<file path="src/rtl/ws2812b_frame_controller.sv">
// rtl/ws2812b_frame_controller.sv - double-buffered BGR888 frame store with frame-boundary commit and brightness scaling
module ws2812b_frame_controller #(
    parameter int NUMBER_OF_LEDS = 16,
    parameter int ADDR_BITS      = $clog2(NUMBER_OF_LEDS * 3)
) (
    input  logic                 clock,
    input  logic                 reset,
    input  logic                 wr_valid,
    output logic                 wr_ready,
    input  logic [ADDR_BITS-1:0] wr_address,
    input  logic [7:0]           wr_data,
    input  logic                 commit,
    output logic                 commit_pending,
    output logic                 commit_done,
    input  logic [7:0]           brightness,
    input  logic [ADDR_BITS-1:0] pixel_address,
    input  logic                 pixel_request,
    output logic                 pixel_ready,
    output logic                 pixel_valid,
    output logic [7:0]           pixel_data,
    output logic [15:0]          frame_count
);

    localparam int BYTES = NUMBER_OF_LEDS * 3;
    localparam logic [ADDR_BITS:0]   BYTES_W   = (ADDR_BITS + 1)'(BYTES);
    localparam logic [ADDR_BITS-1:0] LAST_ADDR = ADDR_BITS'(BYTES - 1);

    typedef enum logic [1:0] {
        ST_IDLE,
        ST_PENDING,
        ST_SWAP
    } state_t;

    state_t      state;
    logic        front;
    logic [7:0]  bright_latched;

    logic [7:0]  bank0 [BYTES];
    logic [7:0]  bank1 [BYTES];

    logic        s1_valid;
    logic [7:0]  s1_raw;
    logic [7:0]  s1_bright;

    logic        wr_in_range;
    logic        rd_in_range;
    logic        write_fire;
    logic        boundary;

    assign wr_ready    = !commit_pending;
    assign pixel_ready = 1'b1;
    assign wr_in_range = {1'b0, wr_address} < BYTES_W;
    assign rd_in_range = {1'b0, pixel_address} < BYTES_W;
    assign write_fire  = wr_valid && wr_ready && wr_in_range;
    assign boundary    = pixel_request && (pixel_address == LAST_ADDR);

    // Host always writes the bank that is not being displayed.
    always_ff @(posedge clock) begin
        if (write_fire) begin
            if (front) begin
                bank0[wr_address] <= wr_data;
            end else begin
                bank1[wr_address] <= wr_data;
            end
        end
    end

    // Stage 1 captures byte and brightness with the bank chosen at acceptance.
    always_ff @(posedge clock) begin
        if (reset) begin
            s1_valid <= 1'b0;
        end else begin
            s1_valid <= pixel_request;
        end
        if (pixel_request) begin
            if (!rd_in_range) begin
                s1_raw <= 8'd0;
            end else if (front) begin
                s1_raw <= bank1[pixel_address];
            end else begin
                s1_raw <= bank0[pixel_address];
            end
            s1_bright <= bright_latched;
        end
    end

    always_ff @(posedge clock) begin
        if (reset) begin
            pixel_valid <= 1'b0;
            pixel_data  <= 8'd0;
        end else begin
            pixel_valid <= s1_valid;
            if (s1_valid) begin
                pixel_data <= 8'((16'(s1_raw) * (16'(s1_bright) + 16'd1)) >> 8);
            end
        end
    end

    always_ff @(posedge clock) begin
        if (reset) begin
            state          <= ST_IDLE;
            front          <= 1'b0;
            bright_latched <= 8'd255;
            commit_pending <= 1'b0;
            commit_done    <= 1'b0;
            frame_count    <= 16'd0;
        end else begin
            commit_done <= 1'b0;
            if (boundary) begin
                frame_count <= frame_count + 16'd1;
            end
            case (state)
                ST_IDLE, ST_SWAP: begin
                    if (commit) begin
                        state          <= ST_PENDING;
                        commit_pending <= 1'b1;
                    end else begin
                        state <= ST_IDLE;
                    end
                end
                ST_PENDING: begin
                    if (boundary) begin
                        state          <= ST_SWAP;
                        front          <= ~front;
                        bright_latched <= brightness;
                        commit_pending <= 1'b0;
                        commit_done    <= 1'b1;
                    end
                end
                default: state <= ST_IDLE;
            endcase
        end
    end

endmodule

</file>
<file path="config.mk">
export PLATFORM = sky130hd
export DESIGN_NAME = ws2812b_frame_controller
export DESIGN_NICKNAME = d
export VERILOG_FILES = /design/src/rtl/ws2812b_frame_controller.sv
export SDC_FILE = /design/constraint.sdc
export NUM_CORES = 1
export LEC_CHECK = 0
export BUFFER_PORTS_ARGS = -buffer_cell sky130_fd_sc_hd__buf_2
export CAP_MARGIN = 20
export CORE_ASPECT_RATIO = 1.25
export CORE_UTILIZATION = 25
export CTS_CLUSTER_DIAMETER = 50
export DETAILED_ROUTE_END_ITERATION = 16
export PLACE_DENSITY_LB_ADDON = 0.3
export SETUP_SLACK_MARGIN = 0.1
export SKIP_CTS_REPAIR_TIMING = 1
export SYNTH_ARGS = -nofsm -noshare
export SYNTH_HDL_FRONTEND = slang
export SYNTH_SLANG_ARGS = --single-unit
</file>
<file path="constraint.sdc">
create_clock -name clock -period 9.9 [get_ports clock]
set_input_delay 0.495 -clock clock [delete_from_list [all_inputs] [get_ports clock]]
set_output_delay 0.495 -clock clock [all_outputs]
set_load 0.1 [all_outputs]
</file>
=== Yosys cells after proc, flatten, opt, wreduce, memory -nomap -nowiden ===
Memories as Yosys holds them, arrays and structs flattened.
Index checks and enable logic that the tools add are counted.

* Bits of input ports: 33
* Bits in writable memories: 768
* Memories: 2
* Bits in registers: 55
* Logic and storage cells: 49

{| class="wikitable"
|+ Memory list
! name !! words !! width !! rd ports !! clocked after Yosys merged registers in !! write ports !! RTL line !! RTL
|-
| bank0 || 48 || 8 || 1 || 0 || 1 || 38 || <nowiki>logic [7:0] bank0 [BYTES];</nowiki>
|-
| bank1 || 48 || 8 || 1 || 0 || 1 || 39 || <nowiki>logic [7:0] bank1 [BYTES];</nowiki>
|}

* Reductions and logical operators: 10
* Equal/unequal tests: 5
* $mul: 1
* Mux-type cells: 14
* Bitwise gates (word level): 2
* Add/sub/neg operators: 2
* Order comparisons: 2

{| class="wikitable"
|+ Operators by type and width
! operator !! number
|-
| 16-bit by 1-bit adder with 16-bit output (second input constant) || 1
|-
| 8-bit by 9-bit multiplier with 16-bit output || 1
|-
| 6-bit < comparator (second input constant) || 2
|-
| 1-bit 2-to-1 mux || 10
|-
| 8-bit by 1-bit adder with 9-bit output (second input constant) || 1
|-
| 8-bit 2-to-1 mux || 1
|-
| 6-bit equality test (second input constant) || 1
|-
| 2-bit != test (second input constant) || 2
|-
| 2-bit one-hot mux with 2 select lines || 1
|-
| 2-bit OR reduction || 2
|-
| 1-bit logical AND || 3
|-
| 3-bit AND reduction || 1
|-
| 2-bit by 1-bit equality test with 1-bit output (second input constant) || 1
|-
| 2-bit equality test (second input constant) || 1
|-
| 2-bit zero test || 1
|-
| 2-bit 2-to-1 mux || 1
|-
| 1-bit inverter || 2
|-
| 1-bit one-hot mux with 2 select lines || 1
|-
| 2-bit AND reduction || 1
|-
| 2-bit nonzero test || 1
|-
| 1-bit zero test || 1
|}

=== Logic depth before layout (Yosys ltp) ===
* Depth in word-level cells: 5
* Depth in mapped cells: 18
* Depth with buffers taken out: 18

=== Worst setup path before layout ===
OpenSTA, ideal clock, no wires.

* Kind: register to register
* Start point: reg s1_bright[0]
* End point: reg pixel_data[5]
* Path buffers: 0
* Data arrival time: 5110 ps
* Cell stages (with the launch flop): 19
* Setup time: 79 ps
* Path slack: 4711 ps
* Period minus slack after synthesis: 5189 ps
* Cells stage by stage: edfxtp_1 ha_1 nand3_1 nor2_1 xnor2_1 nor2b_1 fa_1 fa_1 fa_1 inv_1 fa_1 inv_1 ha_1 nand4_1 nor3_1 a21oi_1 a21oi_1 or4b_2 o211ai_1

* Word-level cells in the longest chain between the ends: 2

{| class="wikitable"
|+ Ends and longest elaborated chain
! what !! RTL line !! RTL
|-
| start, declared || 43 || <nowiki>logic [7:0] s1_bright;</nowiki>
|-
| start signal, assigned || 83 || <nowiki>s1_bright <= bright_latched;</nowiki>
|-
| 8-bit by 1-bit adder with 9-bit output || 94 || <nowiki>pixel_data <= 8'((16'(s1_raw) * (16'(s1_bright) + 16'd1)) >> 8);</nowiki>
|-
| 8-bit by 9-bit multiplier with 16-bit output || 94 ||
|-
| end signal, assigned || 94 ||
|-
| end, declared || 20 || <nowiki>output logic [7:0] pixel_data,</nowiki>
|}

No other way between the ends.
A chain may end at the register's enable or synchronous reset.

=== Worst setup path after layout ===
Same ends and word-level chain as after synthesis.

==> results.toml <==
[outcome]
outcome = "finished, final reports clean"

[floorplanning]
rows = 150
die_w_um = 331
core_um2 = 134000
start_util_pct = 25.2
ioPinCount = 62
dieArea_um2 = 137000
die_h_um = 413

[grt]
grt_max_degree = 120
grt_pass1_vias = 17900
antenna_found_initial = 9
grtUsageTotal_pct = 12.3
grt_overflow = 0
grt_pass1_wl_um = 123000

[synthesis]
syn_area_per_cell_um2 = 19.3
synth.cell_area_um2 = 33800
synth_nets = 1859
yosys_warnings = 0
synth_edf_count = 784
synth_fa_ha_area_share_pct = 3.63
ys_ff_latch = 823
synthCells = 1752
synth.area.mux_share_pct = 13.8
synth-compound-area-share_pct = 3.19
netlist-cell-type-count = 55
synth-seq-area-share_pct = 71.9
yosys.area_share.simple_pct = 5.02
synth_xor_area_share_pct = 0.673
async_reset_ff_share_pct = 0
synth_flop_cell = "edfxtp_1"
synth_top_family_by_area = "multiplexers"

[detailed_routing]
drt_iter0_drc = 1144
drc_errors = 0
dr.pass1.iters = 5
avgRoutedWirePerCell_um = 22.8
drt_wl_total_um = 83700
via_per_inst = 4.55
vias = 16700
drtAntennaViolNets = 0

[sta]
min_period_ps = 5850
slew-limit-headroom_pct = 24.6
tns_ps = 0
slew_violations = 0
finalHoldViolCount = 0
setup_viol_count_final = 0
skew_ps = 31.3
fmax_mhz = 171
worst_pin_slew_ps = 1130
grt_setup_unrepaired = "false"
hold_slack_ps = 43.3
period_share_pct = 59.1

[power]
switchingPower_w = 0.00172
comb_power_share_pct = 4.8
switching_share_pct = 22.1
p_clk_share_pct = 46.0
power.leakage_nw = 12.5
p_int_w = 0.00607
cellPowerDensity_nw_per_um2 = 198
pwr-share-seq_pct = 49.2
ir_drop_uv = 143

[cts]
clockRootBuffer = "clkbuf_16"
clock_latency_ps = 700
clkTransAtPathRegs_ps = 50
htree_levels = 3
clockBufferDepth = 3
cts_inserted_buffers = 94
cts_tree = "yes"
cts_sinks = 823

[worst_setup_path]
path_buf_inv = 2
crit_chain = "ha_1, nand3_1, nor2_1, xnor2_1, nor2b_1, fa_1, fa_1, fa_1, inv_1, fa_1, inv_1, ha_1, nand4_1, nor3_1, a21oi_1, a21oi_1, or4b_2, o211ai_1"
arrival_ps = 6460
path_delay_family = "adder cells"
worstSetupEndpointType = "flip-flop"
max_stage_delay_ps = 610
crit_type = "flip-flop to flip-flop"
regToRegSetupSlack_ps = 4050
crit_slowest_cell = "or4b_2"
cp-start-kind = "flip-flop"
cp.required_ps = 10500
crit_path_max_fanout = 9
path_common_cell = "fa_1"

[final_layout]
postLayoutCoreUtil_pct = 29.4
drive_gt1_share_pct = 22.7
final_nets = 1950
final_cells = 3673
area_delta_synth_final_pct = 16.5

[placed_design]
finalWeightedCongestion = 0.772
placed_cells_incl_taps = 3492
hpwl_um = 52400
portBuffers = 60

[min_path]
min_path_type = "primary input to flip-flop"

[flow_run]
maxCapViolations = 0
==> synthesized netlist by cell type (2+ instances only) <==
cell type,instances,area share [%]
or4_1,3,0.067
nor2_1,130,1.4
nor3b_1,3,0.067
clkbuf_1,47,0.52
mux4_2,201,13
nand3b_1,6,0.13
nor2b_1,61,1.1
or4b_2,2,0.059
a21oi_1,32,0.47
ha_1,34,1.3
buf_4,10,0.22
nand3_1,15,0.22
inv_1,52,0.58
nand4b_1,4,0.10
and2_1,26,0.48
and3_1,3,0.056
o21ai_0,10,0.15
o22ai_1,10,0.18
nor3_1,13,0.19
nand2b_1,16,0.30
a22oi_1,42,0.93
dfxtp_1,39,2.3
or3b_2,3,0.078
buf_6,3,0.10
a22o_1,18,0.47
a211o_1,9,0.23
buf_2,19,0.28
xor2_1,10,0.26
nor4_1,2,0.037
mux4_1,5,0.39
xnor2_1,16,0.41
nand4_1,4,0.074
o211ai_1,2,0.044
nand2_1,37,0.41
edfxtp_1,784,70
or3_1,6,0.11
a211oi_1,2,0.044
a32oi_1,2,0.052
buf_1,2,0.022
fa_1,40,2.4
a221oi_1,15,0.39
==> worst register-to-register path, delay by kind of cell, from the launching register on <==
kind	cells	cell delay, ps
adder cells (fa/ha/maj)	6	2630
buffers and inverters	2	90
XOR/XNOR	1	600
flip-flops	1	510
AO/OA/AOI/OAI	3	550
AND/OR/NAND/NOR	6	1410
==> sequential cells by signal, indices dropped and copies added, names as in the netlist <==
name            flops
s1_raw              8
s1_valid            1
bright_latched      8
commit_done         1
commit_pending      1
s1_bright           8
frame_count        16
front               1
pixel_valid         1
bank0             384
pixel_data          8
state               2
bank1             384
==> metrics by stage <==
stage          worst slack [ps]  cell area, um2  power [W]
2_1_floorplan              4710           33800    0.00412
3_5_place_dp               4010           36100    0.00429
6_report                   4050           39400    0.00779
5_1_grt                    3710           39400    0.00802
3_3_place_gp               4230           36100    0.00428
4_1_cts                    4030           39300    0.00788
==> layer usage <==
metal / routed length [um] / GRT usage, %
met1: 33400 / 14.7
met2: 44400 / 22.0
met5: 43 / 0
met4: 1920 / 4.24
met3: 3980 / 2.27
==> placed cells by master (no fill, tap or decap), types with 5 or more instances in the layout <==
master	synthesis	routed
or3_1	6	6
a221oi_1	15	15
clkinv_2	0	11
nand2b_1	16	16
nor2b_1	61	59
a22oi_1	42	42
clkinv_1	0	11
a22o_1	18	18
xor2_1	10	10
mux4_2	201	201
ha_1	34	34
inv_1	52	52
buf_4	10	20
and2_1	26	26
a21oi_1	32	32
a211o_1	9	9
nor3_1	13	13
clkbuf_1	47	15
clkinvlp_4	0	5
nand3b_1	6	6
xnor2_1	16	16
nor2_1	130	129
bufinv_16	0	12
dfxtp_1	39	39
clkbuf_16	0	94
buf_2	19	50
edfxtp_1	784	784
fa_1	40	40
nand3_1	15	15
o21ai_0	10	10
mux4_1	5	5
diode_2	0	6
nand2_1	37	37
o22ai_1	10	10
inv_6	0	8
==> cell type report <==
class	instances	area (um2)
antenna	6	15.0
inverter	52	195
clock inverter	59	754
fill	13100	94600
sequential	823	24300
clock buffer	113	2460
tap	1748	2190
multi-input combinational	795	8910
timing repair buffer	77	549
==> cell families (layout without fill, tap and decap cells) <==
family | after synthesis | count (layout)
flip-flops | 823 | 823
other | 1 | 7
adder cells (fa/ha/maj) | 74 | 74
XOR/XNOR | 26 | 26
buffers and inverters | 134 | 301
multiplexers | 206 | 206
AO/OA/AOI/OAI | 151 | 151
AND/OR/NAND/NOR | 337 | 337
==> final timing paths <==
kind,cells after the start,to,from
max reg2reg,18,pixel_data[5],s1_bright[0]
min,2,bright_latched[7],brightness[7]
min reg2reg,0,s1_bright[6],bright_latched[6]
max,18,pixel_data[5],s1_bright[0]
==> power groups by stage <==
stage / registers [W] / logic (W) / clock network [W]
2_1_floorplan: 0.00392 / 0.000203 / 0
3_3_place_gp: 0.00390 / 0.000378 / 0
3_5_place_dp: 0.00391 / 0.000382 / 0
4_1_cts: 0.00383 / 0.000383 / 0.00367
5_1_grt: 0.00383 / 0.000403 / 0.00378
6_report: 0.00383 / 0.000376 / 0.00358
No activity file was read; power rests on OpenSTA's default activity.
